### config.mk
export PLATFORM = sky130hd
export DESIGN_NAME = firmware_rom_loader
export DESIGN_NICKNAME = d
export VERILOG_FILES = /design/src/rtl/firmware_rom_loader_pkg.sv /design/src/rtl/firmware_rom_byte_packer.sv /design/src/rtl/firmware_rom_loader.sv
export SDC_FILE = /design/constraint.sdc
export NUM_CORES = 1
export LEC_CHECK = 0
export ABC_AREA = 1
export BUFFER_PORTS_ARGS = -buffer_cell sky130_fd_sc_hd__buf_2
export CORE_MARGIN = 2
export CORE_UTILIZATION = 50
export DETAILED_ROUTE_END_ITERATION = 6
export HOLD_SLACK_MARGIN = 0.08
export PLACE_DENSITY = 0.75
export SLEW_MARGIN = 30
export SYNTH_ARGS = -nofsm -noshare
export SYNTH_HDL_FRONTEND = slang
export SYNTH_SLANG_ARGS = --single-unit
### constraint.sdc
create_clock -name clk -period 5.85 [get_ports clk]
set_input_delay 1.17 -clock clk [delete_from_list [all_inputs] [get_ports clk]]
set_output_delay 1.17 -clock clk [all_outputs]
set_load 0.01 [all_outputs]
### src/rtl/firmware_rom_loader_pkg.sv
// firmware_rom_loader_pkg
// Shared geometry defaults and FSM state encoding for the firmware ROM loader.
package firmware_rom_loader_pkg;

  localparam int ADDR_W    = 10;
  localparam int DATA_W    = 32;
  localparam int NUM_WORDS = 896;

  typedef enum logic [1:0] {
    ST_IDLE    = 2'd0,
    ST_COLLECT = 2'd1,
    ST_WRITE   = 2'd2,
    ST_DONE    = 2'd3
  } state_t;

endpackage

### src/rtl/firmware_rom_byte_packer.sv
// firmware_rom_byte_packer
// Packs upstream bytes little-endian into one ROM word.
// Ports:
//   clk, reset_n   clock, async active-low reset
//   clear          return byte index to lane 0 and zero the word
//   take           a byte transfers this cycle
//   byte_data      the byte being transferred
//   word           packed word (lane k = k-th transferred byte)
//   word_complete  high in the cycle the 4th byte transfers
module firmware_rom_byte_packer #(
  parameter int DATA_W = 32
) (
  input  logic              clk,
  input  logic              reset_n,
  input  logic              clear,
  input  logic              take,
  input  logic [7:0]        byte_data,
  output logic [DATA_W-1:0] word,
  output logic              word_complete
);

  logic [1:0]        idx_q;
  logic [DATA_W-1:0] word_q;

  always_ff @(posedge clk or negedge reset_n) begin
    if (!reset_n) begin
      idx_q  <= '0;
      word_q <= '0;
    end else if (clear) begin
      idx_q  <= '0;
      word_q <= '0;
    end else if (take) begin
      word_q[{idx_q, 3'b000} +: 8] <= byte_data;
      idx_q                        <= idx_q + 2'd1;
    end
  end

  assign word          = word_q;
  assign word_complete = take && (idx_q == 2'd3);

endmodule

### src/rtl/firmware_rom_loader.sv
// firmware_rom_loader
// Streams bytes from an upstream source into an on-chip ROM, one word per
// single-cycle write, with a running checksum of the written words.
// Ports:
//   clk, reset_n                  clock, async active-low reset
//   start, start_addr, word_count load request (checked for range in IDLE)
//   abort                         cancel the load in progress
//   byte_valid, byte_data         upstream byte stream; byte_ready = accept
//   address, byteenable, chipselect, write, debugaccess, writedata, clken
//                                 ROM write port
//   busy, done, error, checksum   status
module firmware_rom_loader #(
  parameter int ADDR_W    = firmware_rom_loader_pkg::ADDR_W,
  parameter int DATA_W    = firmware_rom_loader_pkg::DATA_W,
  parameter int NUM_WORDS = firmware_rom_loader_pkg::NUM_WORDS
) (
  input  logic              clk,
  input  logic              reset_n,
  input  logic              start,
  input  logic [ADDR_W-1:0] start_addr,
  input  logic [ADDR_W-1:0] word_count,
  input  logic              abort,
  input  logic              byte_valid,
  input  logic [7:0]        byte_data,
  output logic              byte_ready,
  output logic [ADDR_W-1:0] address,
  output logic [3:0]        byteenable,
  output logic              chipselect,
  output logic              write,
  output logic              debugaccess,
  output logic [DATA_W-1:0] writedata,
  output logic              clken,
  output logic              busy,
  output logic              done,
  output logic              error,
  output logic [DATA_W-1:0] checksum
);
  import firmware_rom_loader_pkg::*;

  state_t            state_q, state_d;
  logic [ADDR_W-1:0] addr_q;
  logic [ADDR_W-1:0] remaining_q;
  logic [DATA_W-1:0] checksum_q;
  logic              error_q;
  logic [DATA_W-1:0] word;
  logic              word_complete;
  logic              take;
  logic [ADDR_W:0]   range_end;
  logic              req_ok;

  // One extra bit so start_addr + word_count cannot wrap back into range.
  assign range_end = {1'b0, start_addr} + {1'b0, word_count};
  assign req_ok    = (word_count != '0) && (range_end <= (ADDR_W+1)'(NUM_WORDS));

  // An abort in the same cycle as a byte wins; the byte is not consumed.
  assign take = (state_q == ST_COLLECT) && byte_valid && !abort;

  firmware_rom_byte_packer #(.DATA_W(DATA_W)) u_packer (
    .clk           (clk),
    .reset_n       (reset_n),
    .clear         (state_q == ST_IDLE),
    .take          (take),
    .byte_data     (byte_data),
    .word          (word),
    .word_complete (word_complete)
  );

  always_ff @(posedge clk or negedge reset_n) begin
    if (!reset_n) begin
      state_q <= ST_IDLE;
    end else begin
      state_q <= state_d;
    end
  end

  always_comb begin
    state_d     = state_q;
    byte_ready  = 1'b0;
    chipselect  = 1'b0;
    write       = 1'b0;
    debugaccess = 1'b0;
    byteenable  = 4'h0;
    busy        = 1'b1;
    done        = 1'b0;
    case (state_q)
      ST_IDLE: begin
        busy = 1'b0;
        if (start && req_ok) state_d = ST_COLLECT;
      end
      ST_COLLECT: begin
        byte_ready = 1'b1;
        if (abort)              state_d = ST_IDLE;
        else if (word_complete) state_d = ST_WRITE;
      end
      ST_WRITE: begin
        chipselect  = 1'b1;
        write       = 1'b1;
        debugaccess = 1'b1;
        byteenable  = 4'hF;
        if (abort)                             state_d = ST_IDLE;
        else if (remaining_q == ADDR_W'(1))    state_d = ST_DONE;
        else                                   state_d = ST_COLLECT;
      end
      ST_DONE: begin
        done    = 1'b1;
        state_d = ST_IDLE;
      end
      default: state_d = ST_IDLE;
    endcase
  end

  // Datapath: the write in progress always completes, even when aborted,
  // so the checksum reflects every word actually written.
  always_ff @(posedge clk or negedge reset_n) begin
    if (!reset_n) begin
      addr_q      <= '0;
      remaining_q <= '0;
      checksum_q  <= '0;
      error_q     <= 1'b0;
    end else begin
      if (state_q == ST_IDLE && start) begin
        if (req_ok) begin
          addr_q      <= start_addr;
          remaining_q <= word_count;
          checksum_q  <= '0;
          error_q     <= 1'b0;
        end else begin
          error_q <= 1'b1;
        end
      end else if (state_q == ST_WRITE) begin
        checksum_q  <= checksum_q + word;
        addr_q      <= addr_q + ADDR_W'(1);
        remaining_q <= remaining_q - ADDR_W'(1);
      end
    end
  end

  assign address   = addr_q;
  assign writedata = word;
  assign checksum  = checksum_q;
  assign error     = error_q;
  assign clken     = 1'b1;

endmodule

==> qor.csv <==
stage;metric;value;unit
outcome;result of the run;complete, no violations;
placement;IO Port Bufs;117;
worst_setup_path;startpoint type of the worst setup path;primary input;
flow_run;max-cap check violation count;0;
worst_setup_path;Setup Crit Path Kind;in2reg;
placement;last weighted congestion value of the routability-driven placer;0.961;
power;pwr dens;385;nW/um^2
sta;final number of max-transition violations;0;
synth;Mapped Avg Cell Area;6.66;sq um
route;ANT nets after route;0;
finish;number of antenna repair diodes;0;
route;final wirelength;21.1;mm
power;Peak VDD IR;182;uV
worst_setup_path;maximum fanout along the worst path;54;
global_routing;pin count of the biggest net entering global routing;68;
clock_network;clk sink count;89;
synth;register area share after synthesis;31.5;%
sta;worst slew slack as a fraction of its limit;40.0;%
sta;final count of hold timing violations;0;
finish;net count of the finished layout;1243;
clock_network;insertion delay of the later-clocked pin in the worst-skew pair;360;ps
worst_setup_path;Top delay family on crit path;simple AND/OR/NAND/NOR gates;
sta;measured slew at the worst slew-check pin;897;ps
global_routing;via count of the first global-routing pass;7010;
floorplanning;Core Area;13800;sq um
power;LEAKAGE;4.35;nW
finish;signed area change from the synthesized netlist to the final layout;14.1;%
route;ratio of routed vias to standard cells;5.48;
clock_network;Clk pin slew, worst setup/hold paths;70;ps
clock_network;hold-fix buffers at CTS;0;
worst_setup_path;most frequent CP cell;sky130_fd_sc_hd__nand2_1;
synth;total nets after synthesis;1144;
worst_setup_path;Max stage delay cell, worst path;sky130_fd_sc_hd__nand2_4;
synth;number of library cell types mapped by synthesis;40;
floorplanning;horizontal extent of the die;123;um
sta;min setup slack post-route;2080;ps
clock_network;Clock H-tree levels;3;
clock_network;CTS Root Buffer Type;sky130_fd_sc_hd__clkbuf_16;
sta;Setup TNS;0;ps
worst_setup_path;number of buffer and inverter instances along the worst setup path;2;
route;drt wl/cell;15.7;um
worst_setup_path;critical path arrival;4010;ps
global_routing;initial antenna violation count;0;
clock_network;Resized Gates After CTS;0;
worst_setup_path;kind of end point of the critical path;register;
synth;count of yosys warnings during synthesis;0;
global_routing;wire length of the first global-routing pass;34.2;mm
synth;instance count of the mapped netlist;1060;
global_routing;combined global-route utilization of all metal layers;29.2;%
synth;post-synthesis register bit count;89;
placement;worst slack after detailed placement;1700;ps
floorplanning;initial standard-cell utilization of the core;51.1;%
floorplanning;height of the die;123;um
placement;detailed placer's ending HPWL;16.0;mm
floorplanning;count of pins on the block boundary;119;
floorplanning;cell row count;43;
synth;post-synthesis instance area;7060;sq um
sta;period utilisation layout;64.5;%
clock_network;Clock Path Buffers;2;
sta;time the worst path needs with I/O delays and setup;3770;ps
sta;unrepaired setup endpoints after global routing;false;
worst_setup_path;worst-path cell chain;buf_2 -> ha_1 -> fa_1 -> nand3_1 -> nand2_1 -> nand2_1 -> nand3_1 -> nand2_1 -> nand2_1 -> nor2_1 -> nand2_1 -> nand3_4 -> buf_4 -> nand2_4 -> nand2_1 -> nand2_1;
route;post-route DRC violation count;0;
finish;most common library cell in the layout ignoring fill and taps;sky130_fd_sc_hd__nand2_1;
worst_setup_path;required time at the worst-slack endpoint;6090;ps
clock_network;Post CTS Setup Buffer Count;0;
worst_hold_path;Hold WC Path Type;reg2reg;
finish;Finished Layout Cells;1344;
placement;total instance count after detailed placement;1327;
clock_network;Inserted Clock Buffers;9;
route;vias after detailed routing;7371;
sta;final setup violation count;0;
sta;maximum clock frequency;0.265;GHz
route;1st-iter DRT viols;516;
worst_setup_path;max incr delay on CP;510;ps
global_routing;grt ovf;0;
sta;Worst Skew;12.1;ps
route;TritonRoute pass-1 iters;5;
clock_network;TritonCTS clock tree;yes;
finish;highest-count cells in the layout ignoring fill and taps;sky130_fd_sc_hd__nand2_1 (329), sky130_fd_sc_hd__nand3_1 (132), sky130_fd_sc_hd__buf_2 (116);
finish;fraction of layout cells with a size suffix above 1;13.1;%
floorplanning;floorplan die area;15100;sq um
final cells by class:
| type | instances | area (sq um) |
|---|---|---|
| clock inverter | 7 | 114 |
| multi-input combinational | 834 | 4230 |
| inverter | 105 | 395 |
| tap | 180 | 225 |
| fill | 1387 | 5780 |
| clock buffer | 9 | 225 |
| timing repair buffer | 120 | 631 |
| sequential | 89 | 2230 |
where the power goes:
group          switching (mW)  total, mW  internal [mW]
Sequential              0.194      0.981          0.787
Combinational           0.934       1.45          0.520
Clock                   0.282      0.665          0.384
metal layers:
metal,wire [um],track usage (%)
met1,8690,35.6
met2,10300,50.8
met3,1230,3.35
met4,826,14.2
met5,0,0
cells by family (layout without fill, tap and decap cells):
| family | Yosys count | in the layout | synth area share (%) |
|---|---|---|---|
| AND/OR/NAND/NOR | 618 | 618 | 37.2 |
| AO/OA/AOI/OAI | 144 | 144 | 11.0 |
| buffers and inverters | 137 | 241 | 8.54 |
| flip-flops | 89 | 89 | 31.5 |
| adder cells (fa/ha/maj) | 51 | 51 | 9.25 |
| XOR/XNOR | 20 | 20 | 2.48 |
| other | 1 | 1 | 0.0531 |
stage by stage:
step / area (sq um) / hold slack [ps] / total power [mW] / util (%)
after CTS: 8020 / 513 / 3.08 / 58.0
after floorplan: 7060 / 476 / 2.01 / -
final: 8050 / 503 / 3.10 / 58.2
after global placement: 7680 / 481 / 2.38 / 55.6
after global routing: 8050 / 557 / 3.34 / 58.2
after detailed placement: 7680 / 494 / 2.42 / 55.6
final timing paths:
path | start | to | slack [ps] | cells past startpoint
worst max-delay path | start_addr[0] | remaining_q[4] | 2080 | 16
worst min-delay path | error | error | 500 | 2
worst max register to register | checksum[0] | checksum[30] | 2970 | 16
worst min register to register | error | error | 500 | 2
max in group asynchronous | reset_n | remaining_q[2] | 4000 | 2
min in group asynchronous | reset_n | error | 690 | 1
worst min-delay path, cell delays in order (launching register included):
cell	delay (ps)
sky130_fd_sc_hd__dfrtp_1	340
sky130_fd_sc_hd__o21ai_0	80
sky130_fd_sc_hd__inv_1	50
state kept, by name (all words and copies together), names as in the netlist:
| signal | flops |
|---|---|
| address | 10 |
| checksum | 32 |
| error | 1 |
| remaining_q | 10 |
| state_q | 2 |
| u_packer.idx_q | 2 |
| u_packer.word | 32 |
cell usage after synthesis:
master | instances | area (sq um)
sky130_fd_sc_hd__xor2_1 | 8 | 70.1
sky130_fd_sc_hd__fa_1 | 2 | 40.0
sky130_fd_sc_hd__or2_2 | 3 | 18.8
sky130_fd_sc_hd__nor2_1 | 112 | 420
sky130_fd_sc_hd__nand2_1 | 329 | 1230
sky130_fd_sc_hd__dfrtp_1 | 89 | 2230
sky130_fd_sc_hd__nand3_1 | 132 | 661
sky130_fd_sc_hd__inv_2 | 6 | 22.5
sky130_fd_sc_hd__o21bai_1 | 5 | 37.5
sky130_fd_sc_hd__o21ai_1 | 1 | 5.00
sky130_fd_sc_hd__clkbuf_1 | 11 | 41.3
sky130_fd_sc_hd__and2_1 | 1 | 6.26
sky130_fd_sc_hd__o31ai_1 | 1 | 7.51
sky130_fd_sc_hd__a21oi_4 | 1 | 16.3
sky130_fd_sc_hd__nand4_1 | 9 | 56.3
sky130_fd_sc_hd__ha_1 | 49 | 613
sky130_fd_sc_hd__nor2_4 | 3 | 33.8
sky130_fd_sc_hd__nand2_4 | 1 | 11.3
sky130_fd_sc_hd__o21a_1 | 5 | 37.5
sky130_fd_sc_hd__o21ai_0 | 67 | 335
sky130_fd_sc_hd__o211ai_1 | 2 | 15.0
sky130_fd_sc_hd__nor3b_1 | 2 | 15.0
sky130_fd_sc_hd__buf_6 | 5 | 56.3
sky130_fd_sc_hd__a21o_1 | 1 | 7.51
sky130_fd_sc_hd__nor2_2 | 1 | 6.26
sky130_fd_sc_hd__nor4_2 | 1 | 12.5
sky130_fd_sc_hd__a21oi_1 | 57 | 285
sky130_fd_sc_hd__nand3b_1 | 5 | 37.5
sky130_fd_sc_hd__conb_1 | 1 | 3.75
sky130_fd_sc_hd__a31oi_1 | 2 | 12.5
sky130_fd_sc_hd__nor3_1 | 16 | 80.1
sky130_fd_sc_hd__a21boi_0 | 1 | 7.51
sky130_fd_sc_hd__buf_4 | 13 | 97.6
sky130_fd_sc_hd__buf_1 | 1 | 3.75
sky130_fd_sc_hd__xnor2_1 | 12 | 105
sky130_fd_sc_hd__inv_1 | 99 | 372
sky130_fd_sc_hd__nand3_4 | 1 | 17.5
sky130_fd_sc_hd__nor4_1 | 2 | 12.5
sky130_fd_sc_hd__buf_2 | 2 | 10.0
sky130_fd_sc_hd__o22ai_1 | 1 | 6.26
(Power assumes the default switching activity.)
